File: src/rtl/snake_pkg.sv
`default_nettype none
// ============================================================================
//  Package     : snake_pkg
//  Description : Grid bounds, coordinate widths and the food_placer FSM
//                state encoding shared by the playfield logic.
//  Contents    : GRID_X_MIN/GRID_X_MAX/GRID_Y_MIN/GRID_Y_MAX - legal play area
//                X_W/Y_W                                     - coordinate widths
//                fp_state_e                                  - food_placer states
//  Revision    : 1.0 - initial release
// ============================================================================
package snake_pkg;

    localparam int X_W = 6;
    localparam int Y_W = 5;

    localparam int GRID_X_MIN = 1;
    localparam int GRID_X_MAX = 38;
    localparam int GRID_Y_MIN = 1;
    localparam int GRID_Y_MAX = 28;

    typedef enum logic [2:0] {
        ST_IDLE        = 3'd0,
        ST_SAMPLE      = 3'd1,
        ST_QUERY       = 3'd2,
        ST_SCAN_Q      = 3'd3,
        ST_COMMIT_FAIL = 3'd4
    } fp_state_e;

endpackage : snake_pkg
`default_nettype wire

File: src/rtl/grid_raster_step.sv
`default_nettype none
// ============================================================================
//  Module      : grid_raster_step
//  Description : Combinational grid helpers. Produces the next raster-order
//                cell after (cur_x_i, cur_y_i), wrapping column then row back
//                to the minimum corner, and clamps a raw random coordinate
//                into the legal play area (out-of-range -> minimum).
//  Ports       : cur_x_i/cur_y_i     - current cell
//                rand_x_i/rand_y_i   - raw random coordinate
//                step_x_o/step_y_o   - next cell in raster order
//                clamp_x_o/clamp_y_o - clamped random coordinate
//  Revision    : 1.0 - initial release
// ============================================================================
module grid_raster_step
    import snake_pkg::*;
#(
    parameter int X_MIN = GRID_X_MIN,
    parameter int X_MAX = GRID_X_MAX,
    parameter int Y_MIN = GRID_Y_MIN,
    parameter int Y_MAX = GRID_Y_MAX
) (
    input  logic [X_W-1:0] cur_x_i,
    input  logic [Y_W-1:0] cur_y_i,
    input  logic [X_W-1:0] rand_x_i,
    input  logic [Y_W-1:0] rand_y_i,
    output logic [X_W-1:0] step_x_o,
    output logic [Y_W-1:0] step_y_o,
    output logic [X_W-1:0] clamp_x_o,
    output logic [Y_W-1:0] clamp_y_o
);

    localparam logic [X_W-1:0] c_x_min = X_MIN[X_W-1:0];
    localparam logic [X_W-1:0] c_x_max = X_MAX[X_W-1:0];
    localparam logic [Y_W-1:0] c_y_min = Y_MIN[Y_W-1:0];
    localparam logic [Y_W-1:0] c_y_max = Y_MAX[Y_W-1:0];

    // The compare against the maximum happens before the increment is used,
    // so the adders never wrap at the port width.
    always_comb begin
        step_x_o = cur_x_i + 1'b1;
        step_y_o = cur_y_i;
        if (cur_x_i == c_x_max) begin
            step_x_o = c_x_min;
            if (cur_y_i == c_y_max) begin
                step_y_o = c_y_min;
            end else begin
                step_y_o = cur_y_i + 1'b1;
            end
        end
    end

    always_comb begin
        clamp_x_o = ((rand_x_i < c_x_min) || (rand_x_i > c_x_max)) ? c_x_min : rand_x_i;
        clamp_y_o = ((rand_y_i < c_y_min) || (rand_y_i > c_y_max)) ? c_y_min : rand_y_i;
    end

endmodule : grid_raster_step
`default_nettype wire

File: src/rtl/food_placer.sv
`default_nettype none
// ============================================================================
//  Module      : food_placer
//  Description : Places a food item on a free grid cell. A request samples a
//                clamped random candidate and asks the occupancy lookup about
//                it; occupied candidates are retried with fresh samples up to
//                MAX_TRIES, after which a raster scan walks every cell once.
//                If the whole grid is occupied, place_fail is raised and held
//                until the next accepted request.
//  Ports       : clk, reset (async, active-low)
//                place_req                   - one-cycle placement request
//                rand_x/rand_y               - random position source
//                occ_query_valid/_x/_y       - candidate to occupancy lookup
//                occ_resp_valid/occ_hit      - occupancy answer
//                food_x/food_y/food_valid    - committed food position
//                busy/place_done/place_fail  - placement status
//  Revision    : 1.0 - initial release
// ============================================================================
module food_placer
    import snake_pkg::*;
#(
    parameter int X_MIN     = GRID_X_MIN,
    parameter int X_MAX     = GRID_X_MAX,
    parameter int Y_MIN     = GRID_Y_MIN,
    parameter int Y_MAX     = GRID_Y_MAX,
    parameter int MAX_TRIES = 8
) (
    input  logic           clk,
    input  logic           reset,
    input  logic           place_req,
    input  logic [X_W-1:0] rand_x,
    input  logic [Y_W-1:0] rand_y,
    output logic           occ_query_valid,
    output logic [X_W-1:0] occ_query_x,
    output logic [Y_W-1:0] occ_query_y,
    input  logic           occ_resp_valid,
    input  logic           occ_hit,
    output logic [X_W-1:0] food_x,
    output logic [Y_W-1:0] food_y,
    output logic           food_valid,
    output logic           busy,
    output logic           place_done,
    output logic           place_fail
);

    localparam int CELLS  = (X_MAX - X_MIN + 1) * (Y_MAX - Y_MIN + 1);
    localparam int SCAN_W = ($clog2(CELLS + 1) > 11) ? $clog2(CELLS + 1) : 11;
    localparam int TRY_W  = 4;

    localparam logic [SCAN_W-1:0] c_cells     = CELLS[SCAN_W-1:0];
    localparam logic [SCAN_W-1:0] c_scan_one  = {{(SCAN_W-1){1'b0}}, 1'b1};
    localparam logic [TRY_W-1:0]  c_max_tries = MAX_TRIES[TRY_W-1:0];
    localparam logic [TRY_W-1:0]  c_try_one   = {{(TRY_W-1){1'b0}}, 1'b1};

    fp_state_e state_q;
    fp_state_e state_d;

    logic [X_W-1:0]    cand_x_q;
    logic [Y_W-1:0]    cand_y_q;
    logic [TRY_W-1:0]  try_q;
    logic [SCAN_W-1:0] scan_q;
    logic [X_W-1:0]    food_x_q;
    logic [Y_W-1:0]    food_y_q;
    logic              food_valid_q;
    logic              place_done_q;
    logic              place_fail_q;

    logic [X_W-1:0]    w_step_x;
    logic [Y_W-1:0]    w_step_y;
    logic [X_W-1:0]    w_clamp_x;
    logic [Y_W-1:0]    w_clamp_y;

    grid_raster_step #(
        .X_MIN (X_MIN),
        .X_MAX (X_MAX),
        .Y_MIN (Y_MIN),
        .Y_MAX (Y_MAX)
    ) u_step (
        .cur_x_i   (cand_x_q),
        .cur_y_i   (cand_y_q),
        .rand_x_i  (rand_x),
        .rand_y_i  (rand_y),
        .step_x_o  (w_step_x),
        .step_y_o  (w_step_y),
        .clamp_x_o (w_clamp_x),
        .clamp_y_o (w_clamp_y)
    );

    // ------------------------------------------------------------------
    // State register
    // ------------------------------------------------------------------
    always_ff @(posedge clk or negedge reset) begin
        if (!reset) begin
            state_q <= ST_IDLE;
        end else begin
            state_q <= state_d;
        end
    end

    // ------------------------------------------------------------------
    // Next-state logic
    // ------------------------------------------------------------------
    always_comb begin
        state_d = state_q;
        unique case (state_q)
            ST_IDLE: begin
                if (place_req) begin
                    state_d = ST_QUERY;
                end
            end
            ST_SAMPLE: begin
                state_d = ST_QUERY;
            end
            ST_QUERY: begin
                if (occ_resp_valid) begin
                    if (!occ_hit) begin
                        state_d = ST_IDLE;
                    end else if (try_q == c_max_tries) begin
                        state_d = ST_SCAN_Q;
                    end else begin
                        state_d = ST_SAMPLE;
                    end
                end
            end
            ST_SCAN_Q: begin
                if (occ_resp_valid) begin
                    if (!occ_hit) begin
                        state_d = ST_IDLE;
                    end else if (scan_q == c_cells) begin
                        state_d = ST_COMMIT_FAIL;
                    end
                end
            end
            ST_COMMIT_FAIL: begin
                state_d = ST_IDLE;
            end
            default: begin
                state_d = ST_IDLE;
            end
        endcase
    end

    // ------------------------------------------------------------------
    // Moore outputs decoded from the current state
    // ------------------------------------------------------------------
    always_comb begin
        occ_query_valid = (state_q == ST_QUERY) || (state_q == ST_SCAN_Q);
        busy            = (state_q != ST_IDLE);
    end

    // ------------------------------------------------------------------
    // Candidate, counters and committed food position
    // ------------------------------------------------------------------
    always_ff @(posedge clk or negedge reset) begin
        if (!reset) begin
            cand_x_q     <= '0;
            cand_y_q     <= '0;
            try_q        <= '0;
            scan_q       <= '0;
            food_x_q     <= '0;
            food_y_q     <= '0;
            food_valid_q <= 1'b0;
            place_done_q <= 1'b0;
            place_fail_q <= 1'b0;
        end else begin
            place_done_q <= 1'b0;
            unique case (state_q)
                ST_IDLE: begin
                    if (place_req) begin
                        cand_x_q     <= w_clamp_x;
                        cand_y_q     <= w_clamp_y;
                        try_q        <= c_try_one;
                        scan_q       <= '0;
                        food_valid_q <= 1'b0;
                        place_fail_q <= 1'b0;
                    end
                end
                ST_SAMPLE: begin
                    cand_x_q <= w_clamp_x;
                    cand_y_q <= w_clamp_y;
                    try_q    <= try_q + 1'b1;
                end
                ST_QUERY, ST_SCAN_Q: begin
                    if (occ_resp_valid) begin
                        if (!occ_hit) begin
                            food_x_q     <= cand_x_q;
                            food_y_q     <= cand_y_q;
                            food_valid_q <= 1'b1;
                            place_done_q <= 1'b1;
                        end else if (state_q == ST_QUERY) begin
                            // Random budget exhausted: the scan starts one
                            // step past the last random candidate.
                            if (try_q == c_max_tries) begin
                                cand_x_q <= w_step_x;
                                cand_y_q <= w_step_y;
                                scan_q   <= c_scan_one;
                            end
                        end else if (scan_q == c_cells) begin
                            // Every cell has been visited once: grid full.
                            place_fail_q <= 1'b1;
                        end else begin
                            cand_x_q <= w_step_x;
                            cand_y_q <= w_step_y;
                            scan_q   <= scan_q + 1'b1;
                        end
                    end
                end
                ST_COMMIT_FAIL: begin
                    place_fail_q <= 1'b1;
                end
                default: begin
                end
            endcase
        end
    end

    assign occ_query_x = cand_x_q;
    assign occ_query_y = cand_y_q;
    assign food_x      = food_x_q;
    assign food_y      = food_y_q;
    assign food_valid  = food_valid_q;
    assign place_done  = place_done_q;
    assign place_fail  = place_fail_q;

endmodule : food_placer
`default_nettype wire

File: config.mk
export PLATFORM = sky130hd
export DESIGN_NAME = food_placer
export DESIGN_NICKNAME = d
export VERILOG_FILES = /design/src/rtl/snake_pkg.sv /design/src/rtl/grid_raster_step.sv /design/src/rtl/food_placer.sv
export SDC_FILE = /design/constraint.sdc
export NUM_CORES = 1
export LEC_CHECK = 0
export BUFFER_PORTS_ARGS = -buffer_cell sky130_fd_sc_hd__buf_2
export CAP_MARGIN = 20
export CORE_UTILIZATION = 45
export CTS_CLUSTER_SIZE = 28
export DETAILED_ROUTE_END_ITERATION = 12
export PLACE_DENSITY = 0.63
export SLEW_MARGIN = 20
export SYNTH_ARGS = -nofsm -noshare
export SYNTH_HDL_FRONTEND = slang
export SYNTH_HIERARCHICAL = 1
export SYNTH_SLANG_ARGS = --single-unit
export TNS_END_PERCENT = 30
File: constraint.sdc
create_clock -name clk -period 2.7 [get_ports clk]
set_input_delay 0.135 -clock clk [delete_from_list [all_inputs] [get_ports clk]]
set_output_delay 0.135 -clock clk [all_outputs]
set_load 0.01 [all_outputs]
==> impl_results.md <==
* Number of enable flip-flop cells after synthesis at 0
* Share of layout cells above drive strength 1 at 0.241
* Dpl cell area at about 2800 um2
* Vias in the first global route at 1980
* Seq/Total Area, Yosys at 0.418
* #FFs+latches synth at 43
* Longest Clk Path Bufs at 2
* Max Cap Violations at 0
* Synth unique cells at between 50 and 60
* Setup TNS Final at 0 ns
* Status: finished with violations
* Yosys warns at 6
* RSZ-0062 raised after global routing: no
* Final slew viol count at 0
* Post-Syn Instances at 272
* Cell area after layout at 2950 um2
* Simple-Gate Fraction of Synth Area at 0.223
* Via density per instance at 5.58
* Total routed wirelength at about 5.6 mm
* Synth Area in Adders at 0.0389
* CTS tree: done
* Number of cell rows at 27
* Fin nets at 338
* Initial DRT Pass Iterations at 5
* Post-DP HPWL at 3.91 mm
* Worst vdd ir at 0.512 mV
* I/O Buffers at 42
* ANT nets after route at 0
* Critical Path Source Type: register
* Dpl cells at approximately 380
* Hold_buf cts at 0
* Initial antenna violation count at 0
* Clock transition at path regs at about 0.080 ns
* DR vias at 2160
* Die area at approximately 6000 um2
* Wire per inst at around 14 um
* Largest net degree at the start of global routing at 44
* Least-Margin Pin Slew at around 0.95 ns
* Final Skew at approximately 0.0022 ns
* Achievable Freq at ~400 MHz
* Clock Sink Count at 43
* Worst Path Arrival at about 2.6 ns
* Postcts setup bufs at 0
* Crit Path Class: reg2reg
* Final setup fails at 0
* Diodes inserted at 0
* Num CTS Buffers at 5
* Non-Filler Instances at a little under 400
* H-tree levels at 2
* First-pass GRT wire length at 9.40 mm
* Initial Utilization at 0.467
* Syn avg cell area at 9.46 um2
* Core ar. at 5510 um2
* Hold Vio Cnt, Final at 29
* Pwr Density at between 900 and 1000 nW/um2
* Post-cts sizing count at 0
* Max-Slew Margin vs Limit at 0.368
* Hold slack at -0.0198 ns
* Post-layout min period at between 2 and 2.5 ns
* Synth Area in Compound Gates at 0.163
* Worst skew pair latency at 0.29 ns
* Top_reg_cell synth: dfrtp_1
* Synthesized area at 2570 um2
* CTS root buffer: clkbuf_8
* Ports at 43
* Area growth syn-to-layout at 14.5%
* CP Capture Type: register
* Worst reg-to-reg setup slack at 0.26 ns
* Die Span Y at 77.6 um
* Largest family of logic cells by synthesized area: simple AND/OR/NAND/NOR gates
* Mux share of post-synthesis cell area at 0.0992
* Final Cycle Share at 0.902
* Static leakage at between 1 and 1.5 nW
* Worst path required time at ~2.9 ns
* Failing checks: negative hold slack
* GR Util All Layers at 0.197
* Synth Area in XOR/XNOR at 0.0102
* Synthesized net count at 296
* Worst min-delay path class: in2async
* Global route overflow at 0
* Die X-Extent at roughly 78 um
* DR DRC count at 0
* Critical Path Fanout Max at 15
* Async SR Flop Fraction at 1.00
* Global placement routability congestion at 0.830
* Starting DRT DRC Count at around 170
## cell type report
class                           count  area (um2)
Multi-Input combinational cell    205        1380
Inverter                           13        48.8
Fill cell                         521        2560
Sequential cell                    43        1080
Clock inverter                      2        35.0
Clock buffer                        6        82.6
Tap cell                           72        90.1
Timing Repair Buffer               46         240
## where the power goes
group	internal, W	switching, W	leakage [nW]
Sequential	0.000853	0.000279	0.558
Combinational	0.000552	0.000654	0.760
Clock	0.000299	0.000223	0.0612
Total	0.00170	0.00116	1.38
## path summary, 6_finish.rpt
| check | startpoint | endpoint | cells past startpoint |
|---|---|---|---|
| worst max-delay path | try_q[0] | scan_q[6] | 7 |
| worst min register to register | scan_q[10] | scan_q[10] | 1 |
| max in group asynchronous | reset | scan_q[5] | 1 |
| min in group clk | occ_resp_valid | state_q[0] | 2 |
| worst max register to register | try_q[0] | scan_q[6] | 7 |
| worst min-delay path | reset | try_q[2] | 1 |
## stage by stage
| step | total power (W) | worst slack, ns | util |
|---|---|---|---|
| global placement | 0.00232 | 0.370 | 0.514 |
| finish | 0.00286 | 0.264 | 0.535 |
| CTS | 0.00289 | 0.258 | 0.535 |
| detailed placement | 0.00235 | 0.289 | 0.514 |
| global route | 0.00310 | 0.0560 | 0.535 |
| floorplan | 0.00196 | 0.770 | - |
## cell usage in the layout, fill, tap and decap left out, drive strengths merged, types with 5 or more instances in the layout
cell type / instances
a21oi: 6
inv: 13
nand2b: 5
mux2i: 12
ha: 8
buf: 46
nor2: 18
nand3: 16
o21ai: 26
nor3: 5
a31oi: 5
nand2: 35
mux2: 12
clkbuf: 6
dfrtp: 43
o31ai: 6
## per-layer routing
layer | share of wire | vias up | track usage
li1 | - | 1061 | -
met1 | 0.51 | 1044 | 0.271
met2 | 0.45 | 49 | 0.308
met3 | 0.038 | 6 | 0.0365
met4 | 0.0085 | 0 | 0.0698
met5 | 0 | - | 0
## worst max-delay path, stage by stage, from the launching register on
cell,delay [ns]
dfrtp_1,0.42
inv_1,0.09
ha_1,0.14
nand3b_1,0.12
a311oi_2,0.35
nand4_2,0.36
or2_0,0.48
o41ai_2,0.37
## synth_stat cells, drive strengths merged (2+ instances only)
| library cell | number | area, um2 |
|---|---|---|
| dfrtp | 43 | 1080 |
| nand2 | 35 | 131 |
| o21ai | 26 | 130 |
| nor2 | 18 | 67.6 |
| nand3 | 16 | 80.1 |
| inv | 13 | 48.8 |
| mux2 | 12 | 135 |
| mux2i | 12 | 120 |
| ha | 8 | 100 |
| a21oi | 6 | 30.0 |
| clkbuf | 6 | 23.8 |
| o31ai | 6 | 45.0 |
| a31oi | 5 | 31.3 |
| buf | 5 | 50.0 |
| nand2b | 5 | 38.8 |
| nor3 | 5 | 25.0 |
| and2 | 4 | 25.0 |
| nand4 | 4 | 31.3 |
| nor2b | 4 | 32.5 |
| o41ai | 4 | 50.1 |
| nor4 | 3 | 18.8 |
| or2 | 3 | 21.3 |
| or3 | 3 | 18.8 |
| a21boi | 2 | 15.0 |
| a22o | 2 | 17.5 |
| a311oi | 2 | 23.8 |
| and3 | 2 | 12.5 |
| nand3b | 2 | 27.5 |
| xnor2 | 2 | 17.5 |
## sequential cells by signal (all words and copies together), names as in the netlist
signal and count:
food_valid 1, food_x 6, food_y 5, occ_query_x 6, occ_query_y 5, place_done 1, place_fail 1, scan_q 11
state_q 3, try_q 4
## logic make-up after synthesis
| kind of cell | Yosys count |
|---|---|
| buf+inv | 24 |
| mux | 24 |
| flops | 43 |
| compound gates | 61 |
| simple gates | 109 |
| fa+ha+maj | 8 |
| xor+xnor | 3 |
No activity file was read; power rests on OpenSTA's default activity.
